[src/rtl/rv_pkg.sv]
// Shared definitions for the five-stage RV32I integer pipeline: opcodes,
// ALU operation encoding, pipeline register layouts and decode helpers.
package rv_pkg;

  localparam logic [6:0] OPC_OP_IMM = 7'b0010011;
  localparam logic [6:0] OPC_OP     = 7'b0110011;
  localparam logic [6:0] OPC_LUI    = 7'b0110111;
  localparam logic [6:0] OPC_LOAD   = 7'b0000011;
  localparam logic [6:0] OPC_STORE  = 7'b0100011;

  typedef enum logic [3:0] {
    ALU_ADD,
    ALU_SUB,
    ALU_SLL,
    ALU_SLT,
    ALU_SLTU,
    ALU_XOR,
    ALU_SRL,
    ALU_SRA,
    ALU_OR,
    ALU_AND
  } alu_op_e;

  typedef struct packed {
    logic        valid;
    logic [31:0] insn;
  } if_id_t;

  typedef struct packed {
    logic        valid;
    alu_op_e     alu_op;
    logic [4:0]  rs1;
    logic [4:0]  rs2;
    logic [4:0]  rd;
    logic [31:0] rs1_val;
    logic [31:0] rs2_val;
    logic [31:0] imm;
    logic        use_imm;
    logic        regwrite;
    logic        mem_read;
    logic        mem_write;
  } id_ex_t;

  typedef struct packed {
    logic        valid;
    logic [4:0]  rd;
    logic        regwrite;
    logic        mem_read;
    logic        mem_write;
    logic [31:0] alu_res;
    logic [31:0] store_data;
  } ex_mem_t;

  typedef struct packed {
    logic        valid;
    logic [4:0]  rd;
    logic        regwrite;
    logic [31:0] wdata;
  } mem_wb_t;

  // Immediate for the instruction's format; every non-S, non-U opcode uses I-type.
  function automatic logic [31:0] imm_decode(input logic [31:0] insn);
    case (insn[6:0])
      OPC_STORE: return {{20{insn[31]}}, insn[31:25], insn[11:7]};
      OPC_LUI:   return {insn[31:12], 12'b0};
      default:   return {{20{insn[31]}}, insn[31:20]};
    endcase
  endfunction

  // ALU operation from funct3; insn[30] picks SUB (register form only) and SRA.
  function automatic alu_op_e alu_from_f3(input logic [2:0] f3, input logic bit30,
                                          input logic is_op);
    case (f3)
      3'b000:  return (is_op && bit30) ? ALU_SUB : ALU_ADD;
      3'b001:  return ALU_SLL;
      3'b010:  return ALU_SLT;
      3'b011:  return ALU_SLTU;
      3'b100:  return ALU_XOR;
      3'b101:  return bit30 ? ALU_SRA : ALU_SRL;
      3'b110:  return ALU_OR;
      default: return ALU_AND;
    endcase
  endfunction

endpackage

[src/rtl/rv_alu.sv]
// Combinational integer ALU for the RV32I OP/OP-IMM subset.
module rv_alu
  import rv_pkg::*;
(
  input  logic [31:0] a_i,
  input  logic [31:0] b_i,
  input  alu_op_e     op_i,
  output logic [31:0] result_o
);

  logic [4:0] shamt;
  assign shamt = b_i[4:0];

  // Select the result for the requested operation.
  always_comb begin
    result_o = '0;
    case (op_i)
      ALU_ADD:  result_o = a_i + b_i;
      ALU_SUB:  result_o = a_i - b_i;
      ALU_SLL:  result_o = a_i << shamt;
      ALU_SLT:  result_o = {31'b0, $signed(a_i) < $signed(b_i)};
      ALU_SLTU: result_o = {31'b0, a_i < b_i};
      ALU_XOR:  result_o = a_i ^ b_i;
      ALU_SRL:  result_o = a_i >> shamt;
      ALU_SRA:  result_o = $unsigned($signed(a_i) >>> shamt);
      ALU_OR:   result_o = a_i | b_i;
      ALU_AND:  result_o = a_i & b_i;
      default:  result_o = '0;
    endcase
  end

endmodule

[src/rtl/rv_pipe_core.sv]
// Five-stage in-order RV32I pipeline (ALU subset + LW/SW) with EX/MEM and
// MEM/WB forwarding, one-cycle load-use stall and cycle/retire counters.
module rv_pipe_core
  import rv_pkg::*;
#(
  parameter int          XLEN     = 32,
  parameter int          NREGS    = 32,
  parameter logic [31:0] RESET_PC = 32'h0,
  parameter int          CNT_W    = 32
) (
  input  logic             clk,
  input  logic             rst,
  output logic [XLEN-1:0]  imem_addr,
  input  logic [31:0]      imem_insn,
  output logic [XLEN-1:0]  dmem_addr,
  output logic [XLEN-1:0]  dmem_wdata,
  output logic             dmem_wen,
  output logic             dmem_ren,
  input  logic [XLEN-1:0]  dmem_rdata,
  output logic             illegal,
  output logic [CNT_W-1:0] cycle_cnt,
  output logic [CNT_W-1:0] instret_cnt
);

  localparam int         RIDX_W = $clog2(NREGS);
  // With 16 registers the top bit of every register field is dropped here.
  localparam logic [4:0] RMASK  = 5'(NREGS - 1);

  logic [XLEN-1:0]  pc_q;
  if_id_t           if_id_q;
  id_ex_t           id_ex_q, id_ex_d;
  ex_mem_t          ex_mem_q, ex_mem_d;
  mem_wb_t          mem_wb_q, mem_wb_d;
  logic [31:0]      rf_q [NREGS];
  logic             illegal_q;
  logic [CNT_W-1:0] cycle_cnt_q, instret_cnt_q;

  // ---------------- ID: decode, register read, hazard detect ----------------
  logic [31:0] insn;
  logic [4:0]  rs1_f, rs2_f, rd_f;
  logic        dec_legal, uses_rs1, uses_rs2, dec_use_imm, dec_regwrite;
  logic        dec_mread, dec_mwrite;
  alu_op_e     dec_op;
  logic [31:0] rs1_val, rs2_val;
  logic        load_use;

  assign insn  = if_id_q.insn;
  assign rs1_f = insn[19:15] & RMASK;
  assign rs2_f = insn[24:20] & RMASK;
  assign rd_f  = insn[11:7] & RMASK;

  // Decode control signals; unsupported opcodes leave dec_legal low.
  always_comb begin
    dec_legal    = 1'b0;
    uses_rs1     = 1'b0;
    uses_rs2     = 1'b0;
    dec_use_imm  = 1'b0;
    dec_regwrite = 1'b0;
    dec_mread    = 1'b0;
    dec_mwrite   = 1'b0;
    dec_op       = ALU_ADD;
    case (insn[6:0])
      OPC_OP_IMM: begin
        dec_legal    = 1'b1;
        uses_rs1     = 1'b1;
        dec_use_imm  = 1'b1;
        dec_regwrite = 1'b1;
        dec_op       = alu_from_f3(insn[14:12], insn[30], 1'b0);
      end
      OPC_OP: begin
        dec_legal    = 1'b1;
        uses_rs1     = 1'b1;
        uses_rs2     = 1'b1;
        dec_regwrite = 1'b1;
        dec_op       = alu_from_f3(insn[14:12], insn[30], 1'b1);
      end
      OPC_LUI: begin
        dec_legal    = 1'b1;
        dec_use_imm  = 1'b1;
        dec_regwrite = 1'b1;
      end
      OPC_LOAD: begin
        dec_legal    = 1'b1;
        uses_rs1     = 1'b1;
        dec_use_imm  = 1'b1;
        dec_regwrite = 1'b1;
        dec_mread    = 1'b1;
      end
      OPC_STORE: begin
        dec_legal    = 1'b1;
        uses_rs1     = 1'b1;
        uses_rs2     = 1'b1;
        dec_use_imm  = 1'b1;
        dec_mwrite   = 1'b1;
      end
      default: ;
    endcase
  end

  // Register read with write-first bypass of the WB-stage write; x0 reads 0.
  always_comb begin
    rs1_val = rf_q[rs1_f[RIDX_W-1:0]];
    rs2_val = rf_q[rs2_f[RIDX_W-1:0]];
    if (rs1_f == 5'd0)
      rs1_val = '0;
    else if (mem_wb_q.regwrite && mem_wb_q.rd == rs1_f)
      rs1_val = mem_wb_q.wdata;
    if (rs2_f == 5'd0)
      rs2_val = '0;
    else if (mem_wb_q.regwrite && mem_wb_q.rd == rs2_f)
      rs2_val = mem_wb_q.wdata;
  end

  // A load in EX cannot forward yet, so a dependent instruction in ID waits a cycle.
  always_comb begin
    load_use = 1'b0;
    if (if_id_q.valid && id_ex_q.mem_read && id_ex_q.rd != 5'd0)
      load_use = (uses_rs1 && id_ex_q.rd == rs1_f) || (uses_rs2 && id_ex_q.rd == rs2_f);
  end

  // Build the ID/EX entry; illegal opcodes and stall cycles become bubbles.
  always_comb begin
    id_ex_d = '0;
    if (if_id_q.valid && dec_legal && !load_use) begin
      id_ex_d.valid     = 1'b1;
      id_ex_d.alu_op    = dec_op;
      id_ex_d.rs1       = uses_rs1 ? rs1_f : 5'd0;
      id_ex_d.rs2       = uses_rs2 ? rs2_f : 5'd0;
      id_ex_d.rd        = dec_regwrite ? rd_f : 5'd0;
      id_ex_d.rs1_val   = uses_rs1 ? rs1_val : 32'd0;
      id_ex_d.rs2_val   = uses_rs2 ? rs2_val : 32'd0;
      id_ex_d.imm       = imm_decode(insn);
      id_ex_d.use_imm   = dec_use_imm;
      id_ex_d.regwrite  = dec_regwrite;
      id_ex_d.mem_read  = dec_mread;
      id_ex_d.mem_write = dec_mwrite;
    end
  end

  // ---------------- EX: forwarding and ALU ----------------
  logic [31:0] fwd_a, fwd_b, alu_b, alu_out;

  // Operand forwarding, youngest producer (EX/MEM) first.
  always_comb begin
    fwd_a = id_ex_q.rs1_val;
    fwd_b = id_ex_q.rs2_val;
    if (ex_mem_q.regwrite && ex_mem_q.rd != 5'd0 && ex_mem_q.rd == id_ex_q.rs1)
      fwd_a = ex_mem_q.alu_res;
    else if (mem_wb_q.regwrite && mem_wb_q.rd != 5'd0 && mem_wb_q.rd == id_ex_q.rs1)
      fwd_a = mem_wb_q.wdata;
    if (ex_mem_q.regwrite && ex_mem_q.rd != 5'd0 && ex_mem_q.rd == id_ex_q.rs2)
      fwd_b = ex_mem_q.alu_res;
    else if (mem_wb_q.regwrite && mem_wb_q.rd != 5'd0 && mem_wb_q.rd == id_ex_q.rs2)
      fwd_b = mem_wb_q.wdata;
  end

  assign alu_b = id_ex_q.use_imm ? id_ex_q.imm : fwd_b;

  rv_alu u_alu (
    .a_i      (fwd_a),
    .b_i      (alu_b),
    .op_i     (id_ex_q.alu_op),
    .result_o (alu_out)
  );

  // Carry the EX result and forwarded store data into MEM.
  always_comb begin
    ex_mem_d            = '0;
    ex_mem_d.valid      = id_ex_q.valid;
    ex_mem_d.rd         = id_ex_q.rd;
    ex_mem_d.regwrite   = id_ex_q.regwrite;
    ex_mem_d.mem_read   = id_ex_q.mem_read;
    ex_mem_d.mem_write  = id_ex_q.mem_write;
    ex_mem_d.alu_res    = alu_out;
    ex_mem_d.store_data = fwd_b;
  end

  // ---------------- MEM ----------------
  // Strobes are suppressed while reset is held so an in-flight SW never writes.
  assign dmem_addr  = ex_mem_q.alu_res;
  assign dmem_wdata = ex_mem_q.store_data;
  assign dmem_wen   = ex_mem_q.mem_write & ~rst;
  assign dmem_ren   = ex_mem_q.mem_read & ~rst;

  // Select load data or ALU result for write-back.
  always_comb begin
    mem_wb_d          = '0;
    mem_wb_d.valid    = ex_mem_q.valid;
    mem_wb_d.rd       = ex_mem_q.rd;
    mem_wb_d.regwrite = ex_mem_q.regwrite;
    mem_wb_d.wdata    = ex_mem_q.mem_read ? dmem_rdata : ex_mem_q.alu_res;
  end

  // ---------------- State ----------------
  // Advance PC and pipeline registers; a load-use stall freezes PC and IF/ID.
  always_ff @(posedge clk) begin
    if (rst) begin
      pc_q     <= RESET_PC;
      if_id_q  <= '0;
      id_ex_q  <= '0;
      ex_mem_q <= '0;
      mem_wb_q <= '0;
    end else begin
      if (!load_use) begin
        pc_q          <= pc_q + XLEN'(4);
        if_id_q.valid <= 1'b1;
        if_id_q.insn  <= imem_insn;
      end
      id_ex_q  <= id_ex_d;
      ex_mem_q <= ex_mem_d;
      mem_wb_q <= mem_wb_d;
    end
  end

  // Register file: cleared on reset, written from WB, x0 never written.
  always_ff @(posedge clk) begin
    if (rst) begin
      for (int i = 0; i < NREGS; i++)
        rf_q[i] <= '0;
    end else if (mem_wb_q.regwrite && mem_wb_q.rd != 5'd0) begin
      rf_q[mem_wb_q.rd[RIDX_W-1:0]] <= mem_wb_q.wdata;
    end
  end

  // Sticky flag for any unsupported opcode seen in ID.
  always_ff @(posedge clk) begin
    if (rst)
      illegal_q <= 1'b0;
    else if (if_id_q.valid && !dec_legal)
      illegal_q <= 1'b1;
  end

  // Free-running cycle counter and retire counter (bubbles do not retire).
  always_ff @(posedge clk) begin
    if (rst) begin
      cycle_cnt_q   <= '0;
      instret_cnt_q <= '0;
    end else begin
      cycle_cnt_q <= cycle_cnt_q + CNT_W'(1);
      if (mem_wb_q.valid)
        instret_cnt_q <= instret_cnt_q + CNT_W'(1);
    end
  end

  assign imem_addr   = pc_q;
  assign illegal     = illegal_q;
  assign cycle_cnt   = cycle_cnt_q;
  assign instret_cnt = instret_cnt_q;

endmodule

[config.mk]
export PLATFORM = sky130hd
export DESIGN_NAME = rv_pipe_core
export DESIGN_NICKNAME = d
export VERILOG_FILES = /design/src/rtl/rv_pkg.sv /design/src/rtl/rv_alu.sv /design/src/rtl/rv_pipe_core.sv
export SDC_FILE = /design/constraint.sdc
export NUM_CORES = 2
export LEC_CHECK = 0
export CORE_AREA = 2 2 517 519
export CTS_CLUSTER_DIAMETER = 200
export CTS_CLUSTER_SIZE = 25
export DETAILED_ROUTE_END_ITERATION = 6
export DIE_AREA = 0 0 519 521
export GPL_TIMING_DRIVEN = 0
export PLACE_DENSITY = 0.43
export RECOVER_POWER = 50
export REMOVE_ABC_BUFFERS = 1
export SYNTH_ARGS = -nofsm -noshare
export SYNTH_HDL_FRONTEND = slang
export SYNTH_HIERARCHICAL = 1
export SYNTH_SLANG_ARGS = --single-unit
export TNS_END_PERCENT = 30
[constraint.sdc]
create_clock -name clk -period 6.95 [get_ports clk]
set_clock_uncertainty 0.05 [all_clocks]
set_input_delay 0.695 -clock clk [delete_from_list [all_inputs] [get_ports clk]]
set_output_delay 0.695 -clock clk [all_outputs]
set_load 0.05 [all_outputs]
# --- Word-level counts from Yosys, hierarchy flattened ---
# Memories as Yosys holds them, arrays and structs flattened. A register that Yosys moved wholly into a read port is not among the register bits.
# Index checks and enable logic that the tools add are counted.
classes:
  n_addsub: 5
  n_lt_le_gt_ge: 2
  n_eq_ne: 28
  shifts: 3
  muxes: 43
  bitwise_logic: 10
  reduce_logical: 37
op_table:
  columns: ["cell", "n"]
  rows:
  - ["32-bit 2-to-1 mux", 13]
  - ["32-bit one-hot mux with 10 select lines", 1]
  - ["120-bit 2-to-1 mux", 1]
  - ["32-bit by 1-bit adder with 32-bit output, second input constant", 2]
  - ["32-bit < comparator", 2]
  - ["31-bit one-hot mux with 2 select lines", 1]
  - ["4-bit one-hot mux with 7 select lines", 2]
  - ["5-bit == test", 8]
  - ["5-bit 2-to-1 mux", 8]
  - ["32-bit by 3-bit adder with 32-bit output, second input constant", 1]
  - ["32-bit adder", 1]
  - ["32-bit bitwise AND", 1]
  - ["32-bit bitwise OR", 1]
  - ["32-bit OR reduction", 1]
  - ["32-bit by 5-bit << shifter with 32-bit output", 1]
  - ["32-bit by 5-bit >> shifter with 32-bit output", 1]
  - ["32-bit by 5-bit >>> shifter with 32-bit output", 1]
  - ["32-bit subtractor", 1]
  - ["32-bit XOR", 1]
  - ["7-bit by 6-bit == test with 1-bit output, second input constant", 3]
  - ["4-bit OR reduction", 5]
  - ["4-bit by 3-bit == test with 1-bit output, second input constant", 4]
  - ["1-bit 2-to-1 mux", 16]
  - ["1-bit logical AND", 15]
  - ["20 further kinds", 37]
totals:
  regBits: 362
  ramBits: 1024
  memories: 1
memory_table:
  columns: ["name", "words", "word_bits", "rd", "rd_ports_with_merged_regs", "wr", "line", "text"]
  rows:
  - ["rf_q", 32, 32, 2, 2, 32, "rv_pipe_core.sv:34", "logic [31:0] rf_q [NREGS];"]

# --- Longest topological paths before layout ---
logic_depth:
  word_depth: 10
  mapped_depth: 24
  mapped_depth_nobuf: 18

# --- Cells and area by module ---
# Netlist, hierarchy kept.
by_module_without_submodules:
  columns: ["module", "instances", "cells_per_inst", "area_per_inst_um2", "seq_area_each_um2"]
  rows:
  - ["rv_pipe_core", 1, 5567, 70609.0, 38156.6]
  - ["rv_alu", 1, 1214, 8371.8, 0.0]

# --- Worst setup path after synthesis ---
# Ideal clock, no wire load.
synth_timing:
  path_type: "register to register"
  start: "reg mem_wb_q[35] (netlist name)"
  end: "reg ex_mem_q, in the netlist dmem_addr[28]"
  t_arrival_ps: 5263
  path_slack_ps: 1509
  path_stages_with_launch: 25
  period_less_slack_ps: 5441
  cell_sequence: "dfxtp_1 or3_1 buf_2 o31ai_4 or3b_1 buf_2 buf_6 a211oi_2 o31ai_2 clkbuf_1 inv_1 buf_2 buf_2 buf_1 ha_1 and2b_1 o211ai_2 a211o_1 o311ai_4 a41oi_4 o31ai_4 xnor2_1 a221o_1 a21o_1 nor2b_1"
synth_between:
  elab_chain_len: 8
  elab_cells_between_ends: 20
  classes_between: "add/sub (2); eq/ne (2); shift (3); mux (6); bitwise (3); reduce/logical (4)"
synth_lines:
  columns: ["element", "line", "text"]
  rows:
  - ["start, declared", "rv_pipe_core.sv:33", "mem_wb_t mem_wb_q, mem_wb_d;"]
  - ["start signal, assigned", "rv_pipe_core.sv:211", "mem_wb_q <= mem_wb_d;"]
  - ["5-bit nonzero test", "rv_pipe_core.sv:153", "else if (mem_wb_q.regwrite && mem_wb_q.rd != 5'd0 && mem_wb_q.rd == id_ex_q.rs2)"]
  - ["1-bit logical AND", "rv_pipe_core.sv:153", null]
  - ["1-bit logical AND (*)", "rv_pipe_core.sv:153", null]
  - ["32-bit 2-to-1 mux (*)", "rv_pipe_core.sv:153", null]
  - ["32-bit 2-to-1 mux (*)", "rv_pipe_core.sv:151", "if (ex_mem_q.regwrite && ex_mem_q.rd != 5'd0 && ex_mem_q.rd == id_ex_q.rs2)"]
  - ["32-bit 2-to-1 mux (*)", "rv_pipe_core.sv:157", "assign alu_b = id_ex_q.use_imm ? id_ex_q.imm : fwd_b;"]
  - ["named net alu_b[2]", "rv_pipe_core.sv:141", "logic [31:0] fwd_a, fwd_b, alu_b, alu_out;"]
  - ["32-bit subtractor (tied with other cells)", "rv_alu.sv:19", "ALU_SUB: result_o = a_i - b_i;"]
  - ["32-bit one-hot mux with 10 select lines (*)", "rv_alu.sv:17", "case (op_i)"]
  - ["named net alu_out[28]", "rv_pipe_core.sv:141", null]
  - ["end signal, assigned", "rv_pipe_core.sv:210", "ex_mem_q <= ex_mem_d;"]
  - ["end, declared", "rv_pipe_core.sv:32", "ex_mem_t ex_mem_q, ex_mem_d;"]
# The timed path passes the listed nets; every way through them passes the cells marked *.
# A chain may end at the register's enable or synchronous reset.

# --- Worst setup path in the final report ---
layout_timing:
  start: "reg mem_wb_q[35] (netlist name)"
  end: "reg ex_mem_q, in the netlist dmem_addr[31]"
layout_between:
  elab_chain_len: 8
  elab_cells_between_ends: 20
  classes_between: "add/sub (2); eq/ne (2); shift (3); mux (6); bitwise (3); reduce/logical (4)"
layout_lines:
  columns: ["element", "line"]
  rows:
  - ["5-bit nonzero test", "rv_pipe_core.sv:153"]
  - ["1-bit logical AND", "rv_pipe_core.sv:153"]
  - ["1-bit logical AND (*)", "rv_pipe_core.sv:153"]
  - ["32-bit 2-to-1 mux (*)", "rv_pipe_core.sv:153"]
  - ["32-bit 2-to-1 mux (*)", "rv_pipe_core.sv:151"]
  - ["32-bit 2-to-1 mux (*)", "rv_pipe_core.sv:157"]
  - ["named net alu_b[5]", "rv_pipe_core.sv:141"]
  - ["32-bit subtractor or 32-bit adder (tied branches)", "rv_alu.sv:19, rv_alu.sv:18"]
  - ["32-bit one-hot mux with 10 select lines (*)", "rv_alu.sv:17"]
  - ["named net alu_out[31]", "rv_pipe_core.sv:141"]
# Marks and branches as above.

==> results.ini <==
[floorplan]
die_w_um = 519
num_rows = 189
dieArea_sq_mm = 0.270
die_h_um = 521
initial_core_util_pct = 29.9
coreArea_sq_mm = 0.264
io_pins = 229

[clock_tree]
cts.sinks = 1394
clk_pin_slew_worst_paths_ps = 110
hold_buffers = 0
worstSkewPairLatency_ps = 840
cts_max_path_buffers = 3
htree_levels = 2
root_buffer = clkbuf_16
numCtsBuffers = 61
cts_tree = built

[outcome]
status = finished, violations left
violations = capacitance limit, slew limit

[setup_path]
r2r-end = dmem_addr[31]
crit_type = reg -> reg
critPathSlowestCell = o31ai_1
required_ps = 7580
crit_arrival_ps = 7530
r2r_setup_slack_ps = 50
start_kind = flip-flop
crit_path_max_incr_delay_ps = 1360
timing.critical_path.buf_inv = 1
path_delay_family = compound AO/OA/AOI/OAI gates
crit_path_end_kind = flip-flop
cp_cell_sequence = or3_4 -> o31ai_1 -> nor3_1 -> a211oi_1 -> o31ai_2 -> inv_1 -> ha_1 -> nor3_1 -> nor4_1 -> a221oi_2 -> a311o_1 -> a31oi_1 -> nand3_1 -> a31o_1 -> a311oi_1 -> o31ai_1 -> nor2b_1
r2r_start = mem_wb_q[35]
crit_path_max_fanout = 12
r2r_cells = 17

[worst_hold_path]
whs_path_depth = 2
hold_class = in -> reg
min_to = instret_cnt[14]
hp-start = rst

[cells_and_area]
layout.cells.most_common_list = edfxtp_1, and2_1, mux4_2
layout.nets = 6829
finalInstanceArea_sq_mm = 0.0894
final_util_pct = 33.8
drive_above_1_share_pct = 16.6
areaGrowthSynthToFinish_pct = 13.2
final_common_cell = edfxtp_1

[routing]
drt_wl_total_mm = 338
dr.pass1.iters = 7
ant_nets = 0
drc = 0
wl_per_cell_um = 33.0
dr_total_vias = 57300
dr.first_iter.drc_count = 6556
vias_per_cell = 5.59

[synth]
synth_top_area_share_pct = 38.9
synth_cell_types = 86
synthesis.area_sq_mm = 0.0790
ys_ff_latch = 1394
yosys.area.top_type = edfxtp_1
synth_edf_count = 1024
synth_area_per_cell_sq_um = 11.6
async_reset_ff_share_pct = 0
synth_warnings = 6
synthTopCellsByArea = edfxtp_1, mux4_2, dfxtp_1
syn_inst = 6781
yosysSeqAreaShare_pct = 48.3
synth_ff_type = edfxtp_1

[global_routing]
grt_max_degree = 134
grt_usage_pct = 24.4
antenna_found_initial = 32
grt_first_pass_wirelength_mm = 468
grt-ovfl-total = 0
grt_pass1_vias = 56300

[power_and_ir_drop]
leakagePower_nw = 29.7
vdd_drop_max_mv = 0.286
powerDensity_mw_per_mm2 = 178

[job]
drv_cap = 33

[sta]
rsz0062_at_grt = no
final.setup.tns_ps = 0
report.final.slew_viol_count = 545
fin_crit_ps = 6900
max_slew_margin_pct = -174
period_share_pct = 99.2
finalSetupViolCount = 0
fmax_ghz = 0.145
tightest_slew_ps = 4100
finalHoldViolations = 0

[placed_design]
io_buffers = 226
dpl_cell_area_sq_mm = 0.0884
dp_hpwl_mm = 242
gp_congestion = 0.986

cells in the mapped netlist, types with 112 or more instances:
master / n
nand2_1: 368
nor3_1: 142
edfxtp_1: 1024
inv_1: 112
dfxtp_1: 370
and2_1: 1013
a21oi_1: 189
o21ai_0: 195
mux2i_1: 206
buf_2: 140
nor2_1: 480
clkbuf_1: 417
nor4_1: 120
mux4_2: 497
nor2b_1: 164
sequential cells by signal, indices dropped and copies added, names as in the netlist, named ones only:
register,cells
rf_q,1024
id_ex_q,111
mem_wb_q,39
cycle_cnt,32
dmem_addr,32
dmem_wdata,32
insn,32
instret_cnt,32
imem_addr,30
ex_mem_d,9
ex_mem_q,9
if_id_q,1
illegal,1
metrics by stage:
stage          worst slack [ps]  hold slack, ps  total power, mW  std cells
2_1_floorplan             -8210             364             10.6       6116
3_3_place_gp             -18180             383             11.7       9875
3_5_place_dp              -1870             389             11.5      10100
4_1_cts                    41.7             275             16.0      10200
5_1_grt                    28.3             308             16.3      10200
6_report                   52.4             291             15.9      10300
power breakdown:
group / internal [mW] / switching (mW)
registers: 9.18 / 0.189
clock network: 1.73 / 2.94
logic: 0.730 / 1.17
worst max path at each step:
stage	start	to	slack [ps]	cells after the start
5_1_grt	mem_wb_q[35]	dmem_addr[31]	30	17
4_1_cts	mem_wb_q[33]	dmem_addr[0]	40	21
3_5_place_dp	mem_wb_q[36]	dmem_addr[0]	-1870	17
3_3_place_gp	flip-flop	id_ex_q[82]	-18180	5
2_1_floorplan	ex_mem_q[69]	dmem_addr[28]	-8210	18
6_report	mem_wb_q[35]	dmem_addr[31]	50	17
layer usage:
| layer | up-vias | part of all wire (%) | track usage (%) |
|---|---|---|---|
| met5 | - | 0.015 | 0 |
| met1 | 29800 | 41 | 32.5 |
| met4 | 8 | 4.9 | 10.2 |
| met3 | 442 | 7.3 | 4.20 |
| li1 | 24700 | - | - |
| met2 | 2377 | 46 | 39.2 |
layout make-up:
class | instances | area (sq um)
inverter | 117 | 445
clock buffer | 95 | 1690
timing repair buffer | 479 | 6340
sequential | 1394 | 38200
tap | 3533 | 4420
fill | 26200 | 175000
antenna | 26 | 65.1
multi-input combinational | 4606 | 38100
clock inverter | 3 | 66.3
worst reg2reg max path, stage by stage, from the launching register on:
cell      delay (ps)
dfxtp_2          500
or3_4            570
o31ai_1         1360
nor3_1           150
a211oi_1         800
o31ai_2          160
inv_1            120
ha_1             280
nor3_1           110
nor4_1           510
a221oi_2         210
a311o_1          440
a31oi_1          540
nand3_1          150
a31o_1           290
a311oi_1         280
o31ai_1          100
nor2b_1          160
cell families (layout without fill, tap and decap cells):
logic type                 after synthesis  count (layout)  share of synthesized area (%)
muxes                                  805             805                           18.2
DFF                                   1394            1394                           48.3
buffers and inverters                  815             694                           4.60
adders and majority gates              104             104                           1.67
xor gates and xnor gates               110             110                           1.22
other                                    1              60                        0.00475
AOI/OAI and AO/OA                      961             962                           8.35
and+or+nand+nor                       2591            2591                           17.6
repair_timing:
| item | CTS | global route |
|---|---|---|
| gates cloned | 1 | 0 |
| buffers inserted | 2 | 0 |
| setup endpoints to repair | 26 | 14 |
| pin swaps | 2 | 0 |
| gates resized for setup | 17 | 16 |
(Power assumes the default switching activity.)
